`config.mk`:
```
export PLATFORM = sky130hd
export DESIGN_NAME = multi_sprite_drawer
export DESIGN_NICKNAME = d
export VERILOG_FILES = /design/src/rtl/multi_sprite_drawer.sv
export SDC_FILE = /design/constraint.sdc
export NUM_CORES = 1
export LEC_CHECK = 0
export BUFFER_PORTS_ARGS = -buffer_cell sky130_fd_sc_hd__buf_4
export CAP_MARGIN = 0
export CORE_MARGIN = 3
export CORE_UTILIZATION = 35
export CTS_BUF_LIST = sky130_fd_sc_hd__clkbuf_2
export DETAILED_ROUTE_END_ITERATION = 12
export GPL_TIMING_DRIVEN = 0
export PLACE_DENSITY_LB_ADDON = 0.12
export SETUP_SLACK_MARGIN = 0.1
export SLEW_MARGIN = 20
export SYNTH_ARGS = -nofsm -noshare
export SYNTH_HDL_FRONTEND = slang
export SYNTH_SLANG_ARGS = --single-unit
```
`constraint.sdc`:
```
create_clock -name i_clock -period 7.6 [get_ports i_clock]
set_clock_uncertainty 0.15 [all_clocks]
set_input_delay 1.14 -clock i_clock [delete_from_list [all_inputs] [get_ports i_clock]]
set_output_delay 1.14 -clock i_clock [all_outputs]
set_load 0.01 [all_outputs]
```
`src/rtl/multi_sprite_drawer.sv`:
```
// Tile-sprite renderer: redraws a sprite only when its tile or direction changes, erasing the old tile first.
// First pixel leaves one cycle after selection, then 1 pixel/cycle; the output register holds while valid && !ready.
module multi_sprite_drawer #(
    parameter int N_SPR     = 2,
    parameter int CELL_SIZE = 8,
    parameter int MAZE_X0   = 0,
    parameter int MAZE_Y0   = 0,
    parameter int COORD_W   = 5,
    parameter int COLOR_W   = 9,
    parameter logic [COLOR_W-1:0] FLOOR_COLOR = '0
) (
    input  logic                                      i_clock,
    input  logic                                      i_reset,
    input  logic                                      i_enable,
    input  logic [N_SPR*COORD_W-1:0]                  i_tile_x,
    input  logic [N_SPR*COORD_W-1:0]                  i_tile_y,
    input  logic [N_SPR*2-1:0]                        i_dir,
    input  logic [N_SPR*COLOR_W-1:0]                  i_spr_color,
    output logic [((N_SPR > 1) ? $clog2(N_SPR) : 1)-1:0] o_q_idx,
    output logic [$clog2(CELL_SIZE)-1:0]              o_q_px,
    output logic [$clog2(CELL_SIZE)-1:0]              o_q_py,
    output logic [1:0]                                o_q_dir,
    input  logic                                      i_q_pixel,
    output logic [9:0]                                o_vga_x,
    output logic [8:0]                                o_vga_y,
    output logic [COLOR_W-1:0]                        o_vga_color,
    output logic                                      o_vga_valid,
    input  logic                                      i_vga_ready,
    output logic                                      o_clean
);
    localparam int IW = (N_SPR > 1) ? $clog2(N_SPR) : 1;
    localparam int PW = $clog2(CELL_SIZE);

    typedef enum logic [1:0] {S_IDLE, S_ERASE, S_DRAW} state_t;
    state_t r_state, w_next;

    logic [COORD_W-1:0] r_sh_x [N_SPR];
    logic [COORD_W-1:0] r_sh_y [N_SPR];
    logic [1:0]         r_sh_dir [N_SPR];
    logic [N_SPR-1:0]   r_sh_v;
    logic [IW-1:0]      r_rr_ptr, r_idx;
    logic [COORD_W-1:0] r_snap_x, r_snap_y;
    logic [1:0]         r_snap_dir;
    logic [COLOR_W-1:0] r_snap_col;
    logic [PW-1:0]      r_px, r_py;
    logic [9:0]         r_vga_x;
    logic [8:0]         r_vga_y;
    logic [COLOR_W-1:0] r_vga_color;
    logic               r_vga_valid;

    logic [COORD_W-1:0] w_tx [N_SPR];
    logic [COORD_W-1:0] w_ty [N_SPR];
    logic [1:0]         w_dir [N_SPR];
    logic [COLOR_W-1:0] w_col [N_SPR];
    logic [N_SPR-1:0]   w_dirty, w_rot;
    logic               w_found, w_sel_erase, w_load, w_start, w_last, w_emit;
    logic [IW-1:0]      w_sel;
    logic [IW:0]        w_cand;

    always_comb begin
        for (int i = 0; i < N_SPR; i++) begin
            w_tx[i]    = i_tile_x[i*COORD_W +: COORD_W];
            w_ty[i]    = i_tile_y[i*COORD_W +: COORD_W];
            w_dir[i]   = i_dir[i*2 +: 2];
            w_col[i]   = i_spr_color[i*COLOR_W +: COLOR_W];
            w_dirty[i] = !r_sh_v[i] || (r_sh_x[i] != w_tx[i]) || (r_sh_y[i] != w_ty[i])
                         || (r_sh_dir[i] != w_dir[i]);
        end
    end

    // Rotate so bit 0 is rr_ptr; the lowest set bit is the first dirty sprite round-robin.
    always_comb begin
        w_rot   = N_SPR'({w_dirty, w_dirty} >> r_rr_ptr);
        w_found = 1'b0;
        w_sel   = '0;
        w_cand  = '0;
        for (int k = N_SPR - 1; k >= 0; k--) begin
            if (w_rot[k]) begin
                w_found = 1'b1;
                w_cand  = {1'b0, r_rr_ptr} + (IW+1)'(k);
                if (w_cand >= (IW+1)'(N_SPR)) w_cand = w_cand - (IW+1)'(N_SPR);
                w_sel   = w_cand[IW-1:0];
            end
        end
    end

    assign w_sel_erase = r_sh_v[w_sel] && ((r_sh_x[w_sel] != w_tx[w_sel]) || (r_sh_y[w_sel] != w_ty[w_sel]));
    assign w_load      = !r_vga_valid || i_vga_ready;
    assign w_start     = (r_state == S_IDLE) && i_enable && w_found && w_load;
    assign w_last      = (&r_px) && (&r_py);
    assign w_emit      = w_start || (r_state != S_IDLE);

    // Pixel generator: in IDLE it presents pixel (0,0) of the candidate so the first write costs no bubble.
    logic [IW-1:0]      w_g_idx;
    logic [COORD_W-1:0] w_g_tx, w_g_ty;
    logic [PW-1:0]      w_g_px, w_g_py;
    logic [1:0]         w_g_dir;
    logic [COLOR_W-1:0] w_g_col;
    logic               w_g_erase;

    always_comb begin
        w_g_idx   = w_sel;
        w_g_tx    = w_sel_erase ? r_sh_x[w_sel] : w_tx[w_sel];
        w_g_ty    = w_sel_erase ? r_sh_y[w_sel] : w_ty[w_sel];
        w_g_px    = '0;
        w_g_py    = '0;
        w_g_dir   = w_dir[w_sel];
        w_g_col   = w_col[w_sel];
        w_g_erase = w_sel_erase;
        case (r_state)
            S_ERASE: begin
                w_g_idx = r_idx; w_g_tx = r_sh_x[r_idx]; w_g_ty = r_sh_y[r_idx];
                w_g_px = r_px; w_g_py = r_py; w_g_dir = r_snap_dir; w_g_col = r_snap_col;
                w_g_erase = 1'b1;
            end
            S_DRAW: begin
                w_g_idx = r_idx; w_g_tx = r_snap_x; w_g_ty = r_snap_y;
                w_g_px = r_px; w_g_py = r_py; w_g_dir = r_snap_dir; w_g_col = r_snap_col;
                w_g_erase = 1'b0;
            end
            default: ;
        endcase
    end

    always_comb begin
        w_next = r_state;
        case (r_state)
            S_IDLE:  if (w_start) w_next = w_sel_erase ? S_ERASE : S_DRAW;
            S_ERASE: if (w_load && w_last) w_next = S_DRAW;
            S_DRAW:  if (w_load && w_last) w_next = S_IDLE;
            default: w_next = S_IDLE;
        endcase
    end

    always_ff @(posedge i_clock) begin
        if (i_reset) r_state <= S_IDLE;
        else         r_state <= w_next;
    end

    always_ff @(posedge i_clock) begin
        if (i_reset) begin
            r_vga_valid <= 1'b0;
            r_vga_x     <= '0;
            r_vga_y     <= '0;
            r_vga_color <= '0;
            r_sh_v      <= '0;
            r_rr_ptr    <= '0;
            r_idx       <= '0;
            r_snap_x    <= '0;
            r_snap_y    <= '0;
            r_snap_dir  <= '0;
            r_snap_col  <= '0;
            r_px        <= '0;
            r_py        <= '0;
            for (int i = 0; i < N_SPR; i++) begin
                r_sh_x[i]   <= '0;
                r_sh_y[i]   <= '0;
                r_sh_dir[i] <= '0;
            end
        end else begin
            if (w_load) begin
                r_vga_valid <= w_emit;
                if (w_emit) begin
                    r_vga_x     <= 10'(MAZE_X0 + int'(w_g_tx) * CELL_SIZE + int'(w_g_px));
                    r_vga_y     <= 9'(MAZE_Y0 + int'(w_g_ty) * CELL_SIZE + int'(w_g_py));
                    r_vga_color <= (w_g_erase || !i_q_pixel) ? FLOOR_COLOR : w_g_col;
                end
            end
            if (w_start) begin
                r_idx      <= w_sel;
                r_snap_x   <= w_tx[w_sel];
                r_snap_y   <= w_ty[w_sel];
                r_snap_dir <= w_dir[w_sel];
                r_snap_col <= w_col[w_sel];
                r_px       <= PW'(1);
                r_py       <= '0;
            end else if ((r_state != S_IDLE) && w_load) begin
                if (w_last) begin
                    r_px <= '0;
                    r_py <= '0;
                end else if (&r_px) begin
                    r_px <= '0;
                    r_py <= r_py + 1'b1;
                end else begin
                    r_px <= r_px + 1'b1;
                end
                // Erasing a shared tile wipes any other sprite standing on it, so force its redraw.
                if (w_last && (r_state == S_ERASE)) begin
                    for (int i = 0; i < N_SPR; i++) begin
                        if ((i != int'(r_idx)) && (r_sh_x[i] == r_sh_x[r_idx]) && (r_sh_y[i] == r_sh_y[r_idx]))
                            r_sh_v[i] <= 1'b0;
                    end
                end
                if (w_last && (r_state == S_DRAW)) begin
                    r_sh_x[r_idx]   <= r_snap_x;
                    r_sh_y[r_idx]   <= r_snap_y;
                    r_sh_dir[r_idx] <= r_snap_dir;
                    r_sh_v[r_idx]   <= 1'b1;
                    r_rr_ptr        <= (int'(r_idx) == N_SPR - 1) ? '0 : r_idx + 1'b1;
                end
            end
        end
    end

    assign o_q_idx     = w_g_idx;
    assign o_q_px      = w_g_px;
    assign o_q_py      = w_g_py;
    assign o_q_dir     = w_g_dir;
    assign o_vga_x     = r_vga_x;
    assign o_vga_y     = r_vga_y;
    assign o_vga_color = r_vga_color;
    assign o_vga_valid = r_vga_valid;
    assign o_clean     = (r_state == S_IDLE) && i_enable && !(|w_dirty);
endmodule

```
# Yosys cells after proc, flatten, opt, wreduce, memory -nomap -nowiden
# Memories as Yosys holds them, arrays and structs flattened. A register that Yosys moved wholly into a read port is not among the register bits.
# Index checks and enable logic that the tools add are counted.
# W data, S select, Z words.
# classes
n_addsub	8
magnitude_cmp	6
n_eq_ne	17
shifts	1
n_mux	72
n_bitwise	4
reduce_logical	47
# op_table
op	count
$mux W5	10
$mux W9	5
$mux W1	32
$ne A5 B5 Y1	6
$mux W2	14
$eq A5 B5 Y1	4
$pmux W5 S2	2
$add A8 B3 Y9	2
$mux W3	6
$logic_and A1 B1 Y1	15
$reduce_and A3 Y1	4
$logic_or A1 B1 Y1	10
$reduce_or A5 Y1	2
$reduce_or A2 Y1	4
$add A3 B1 Y3 const B	2
$ne A2 B2 Y1 const B	3
$pmux W2 S3	1
$reduce_and A2 Y1	3
$reduce_bool A2 Y1	3
$logic_not A1 Y1	5
$ge A2 B2 Y1 const B	2
$lt A1 B2 Y1 const B	2
$ne A2 B2 Y1	2
$shr A4 B1 Y2	1
other kinds (13)	15
# totals
register_bits	62
mem_bits_rw	24
inputBits	47
out_inout_bits	39
n_memories	3
# mem_list
name	depth	width	read_ports	rd_ports_with_merged_regs	wr	line_no	text
r_sh_x	2	5	4	1	2	37	logic [COORD_W-1:0] r_sh_x [N_SPR];
r_sh_y	2	5	4	1	2	38	logic [COORD_W-1:0] r_sh_y [N_SPR];
r_sh_dir	2	2	2	0	2	39	logic [1:0] r_sh_dir [N_SPR];

# Depth between registers and ports, before layout
# An unclocked memory read counts as a cell.
# depth
depth_word	18
depth_mapped	10
mapped_depth_nobuf	7

# Worst setup path before layout
# Ideal clock, no wire load.
# synth_path
path_type	input -> output
from	input i_tile_x[7]
to	output o_q_dir[0]
arrival_time_ns	3.029
t_required_ns	6.310
setup_slack_ns	3.281
stages	7
path_buffers	1
path_cell_list	xor2_1 > nor4_2 > nand4_2 > o22ai_4 > buf_4 > mux2_2 > mux2_2
# synth_via
elab_chain_len	12
# synth_rtl
element	line_no	text
start: declaration	15	input logic [N_SPR*COORD_W-1:0] i_tile_x,
$ne A5 B5 Y1 *	66	w_dirty[i] = !r_sh_v[i] || (r_sh_x[i] != w_tx[i]) || (r_sh_y[i] != w_ty[i])
$logic_or A1 B1 Y1 * (2 in a row)	66	
$logic_or A1 B1 Y1 *	67	|| (r_sh_dir[i] != w_dir[i]);
$shr A4 B1 Y2 *	73	w_rot = N_SPR'({w_dirty, w_dirty} >> r_rr_ptr);
$mux W1	78	if (w_rot[k]) begin
$mux W1 *	78	
$not A1 Y2 (not written as such) *	107	w_g_dir = w_dir[w_sel];
$mux W2 (not written as such) * (3 in a row)	107	
$mux W2 *	110	case (r_state)
end: declaration	22	output logic [1:0] o_q_dir,
# Every way passes the cells marked *; elsewhere a longest branch is shown, timed or not. The select of a mux whose other input is x is not followed.

# Final worst setup path
# layout_path
from	input i_tile_x[7]
to	output o_q_dir[1]
# Same word-level chain as after synthesis.

==> reports/qor.yml <==
run_status:
  status: "finished clean"
final_layout:
  nets: 665
  mostFrequentLayoutCells: "87 x buf_4, 60 x dfxtp_1, 39 x nor2_1, 37 x mux2i_1, 31 x and2_1"
  fillers: 1373
  layout_commonest_cell: "buf_4"
  design_area_sq_um: 5954
  layout-drive-gt1-share_pct: 24.23
  area_delta_synth_final_pct: 19.42
power_and_ir_drop:
  p_clk_share_pct: 23.8
  power_leakage_uw: 0.002467
  power_frac_seq_pct: 47.4
  power.internal_uw: 755.0
  worst_ir_drop_vdd_mv: 0.08044
  p_sw_uw: 381.4
  p_comb_share_pct: 28.8
  swShare_pct: 33.56
  power_density_nw_per_um2: 190.9
worst_hold_path:
  min_to: "r_py[2]"
  min_path_type: "reg2reg"
  min_path_cells: 2
  hold_start: "r_py[2]"
logic_synthesis:
  synth_compound_area_share_pct: 18.67
  synth_top_family_by_area: "simple AND/OR/NAND/NOR gates"
  synth-main-ff-cell: "dfxtp_1"
  yosys.area_share.simple_pct: 19.85
  syn-cell-area_sq_um: 4986
  synth_cells: 516
  synth_edf_count: 24
  synth_fa_ha_area_share_pct: 2.008
  synth_seq_cells: 84
  yosysUniqueCellTypes: 54
  yosysSeqAreaShare_pct: 38.54
  synthXorXnorAreaFrac_pct: 5.621
  syn_avg_cell_area_sq_um: 9.663
  synthMuxAreaShare_pct: 10.41
  async_flop_share_pct: 0
  yosys_warnings: 0
global_route:
  first_global_vias: 4283
  grt-ovfl-total: 0
  antenna_found_initial: 1
  grtUsageTotal_pct: 19.42
  grt_max_degree: 14
  grt_pass1_wl_mm: 23.81
critical_path:
  critical-path-max-stage-delay_ns: 0.38
  reg2reg_to: "r_sh_y[1][0]"
  crit_top_cell: "buf_4"
  rr_worst_depth: 7
  timing.rr.start: "r_state[0]"
  crit_path_cell_trace: "buf_4, xor2_1, nor4_2, nand4_2, o22ai_4, buf_4, mux2_2, mux2_2, buf_4"
  cp_slowest_cell: "o22ai_4"
  end_kind: "primary output"
  rrSetupSlack_ns: 4.43
  path_max_fanout: 10
  cp-start-kind: "primary input"
  path_class: "in2out"
  crit_arrival_ns: 3.57
  crit_required_ns: 6.31
clock_network:
  postCtsHoldBufs: 0
  cts_buffer_depth: 2
  clk_pin_slew_worst_paths_ns: 0.21
  clock_latency_ns: 0.58
  post_cts_buffers: 0
  ctsHtreeMaxLevel: 3
  cts.sinks: 84
  cts_buffers: 9
  clock-root-buffer: "clkbuf_2"
  cts_tree: "built"
  cts.repair.resized: 0
timing:
  slew_viol_final: 0
  clock.fmax_mhz: 205.7
  period_share_pct: 63.96
  min_period_ns: 4.861
  timing.final.ws_setup_ns: 2.739
  setup_viol: 0
  slew-limit-headroom_pct: 45.06
  rsz0062_at_grt: "no"
  hold_violations: 0
  tightest_slew_ns: 0.8242
  fin_setup_tns_ns: 0
floorplanning:
  rows: 42
  die_area_sq_um: 15710
  io-pin-count: 86
  dieWidth_um: 125.4
  coreArea_sq_um: 13560
  die_h_um: 125.4
  start_util_pct: 36.78
placed_design:
  post-place-ws_ns: 2.711
  io_buffers: 81
  placed_area_sq_um: 5822
  dp_hpwl_mm: 12.05
  gp_congestion: 0.8834
routing:
  ant_nets: 0
  drtIter0Drc: 247
  drc_errors: 0
  wl_per_cell_um: 19.65
  viasPerCell: 5.516
  routed_wl_mm: 15.56
  first_pass_iters: 5
  num_vias: 4369
job:
  maxCapViolations: 0
-- metrics by stage --
stage | power, uW | util, % | cells | hold slack (ns)
floorplan | 746.9 | - | 518 | 0.2935
detailed placement | 874.6 | 42.94 | 775 | 0.3141
finish | 1136 | 43.92 | 792 | 0.3479
global placement | 869.0 | 42.94 | 775 | 0.3129
CTS | 1144 | 43.90 | 791 | 0.3492
global route | 1197 | 43.92 | 792 | 0.3751
-- layout make-up --
cell class	count	area, sq um	share of cell area [%]
multi-input combinational	381	2831	47.55
inverter	13	48.80	0.8195
antenna	1	2.502	0.04203
clock buffer	11	55.05	0.9246
clock inverter	5	75.07	1.261
timing repair buffer	81	608.1	10.21
tap	176	220.2	3.698
sequential	84	1922	32.28
buffer	40	191.4	3.215
-- sequential cells by signal, indices dropped and copies added (netlist names), named ones only --
name         flops
r_snap_dir       2
o_vga_y          8
r_sh_y          10
r_idx            1
o_vga_color      9
o_vga_valid      1
r_sh_dir         4
o_vga_x          8
r_snap_x         5
r_rr_ptr         1
r_px             3
r_state          2
r_py             3
r_sh_x          10
r_snap_y         5
r_snap_col       9
r_sh_v           2
-- critical path, delay by kind of cell --
| family | cells | cell delay, ns |
|---|---|---|
| buffers and inverters | 3 | 0.57 |
| AND/OR/NAND/NOR | 2 | 0.64 |
| XOR/XNOR | 1 | 0.17 |
| AO/OA/AOI/OAI | 1 | 0.38 |
| multiplexers | 2 | 0.66 |
-- per-layer routing --
layer  track usage, %  routed length, um  up-vias
met5                0                  0        -
met4            6.696                410        0
met3            4.563               1025       31
met2            29.90               6855      152
met1            26.83               7271     2090
li1                 -                  -     2096
-- worst max-delay path by stage --
| stage | to | depth (start not counted) | from | slack [ns] |
|---|---|---|---|---|
| finish | o_q_dir[1] | 9 | i_tile_x[7] | 2.74 |
| global route | o_q_dir[0] | 9 | i_tile_x[7] | 2.62 |
| CTS | o_q_dir[1] | 9 | i_tile_x[7] | 2.71 |
| detailed placement | o_q_dir[1] | 9 | i_tile_x[7] | 2.71 |
| global placement | o_q_dir[1] | 9 | i_tile_x[7] | 2.72 |
| floorplan | o_q_dir[0] | 7 | i_tile_x[7] | 3.28 |
-- power groups by stage --
stage,logic [uW],clock network [uW],registers (uW)
3_5_place_dp,327,0,547
6_report,327,271,538
5_1_grt,357,297,544
4_1_cts,328,278,538
3_3_place_gp,323,0,546
2_1_floorplan,203,0,544
-- Yosys cell counts, drive strengths merged (11+ instances only) --
master	n	share of area, %
and2	31	3.9
buf	15	1.9
o22ai	11	1.7
nor2	39	2.9
a211oi	19	2.9
mux2i	38	7.7
nor2b	15	1.9
o32ai	11	2.3
clkbuf	25	1.9
mux2	12	2.7
nor3b	12	1.9
xnor2	16	2.8
edfxtp	24	14
xor2	16	2.8
inv	13	0.98
a22oi	21	3.2
nand2	22	1.7
dfxtp	60	24
-- logic make-up (layout without fill, tap and decap cells) --
group,Yosys count,after routing
AND/OR/NAND/NOR,172,172
AO/OA/AOI/OAI,116,116
flip-flops,84,84
buffers and inverters,53,150
multiplexers,50,50
XOR/XNOR,32,32
adder cells (fa/ha/maj),8,8
other,1,4
Note: power is estimated with default switching activity, not from simulation.
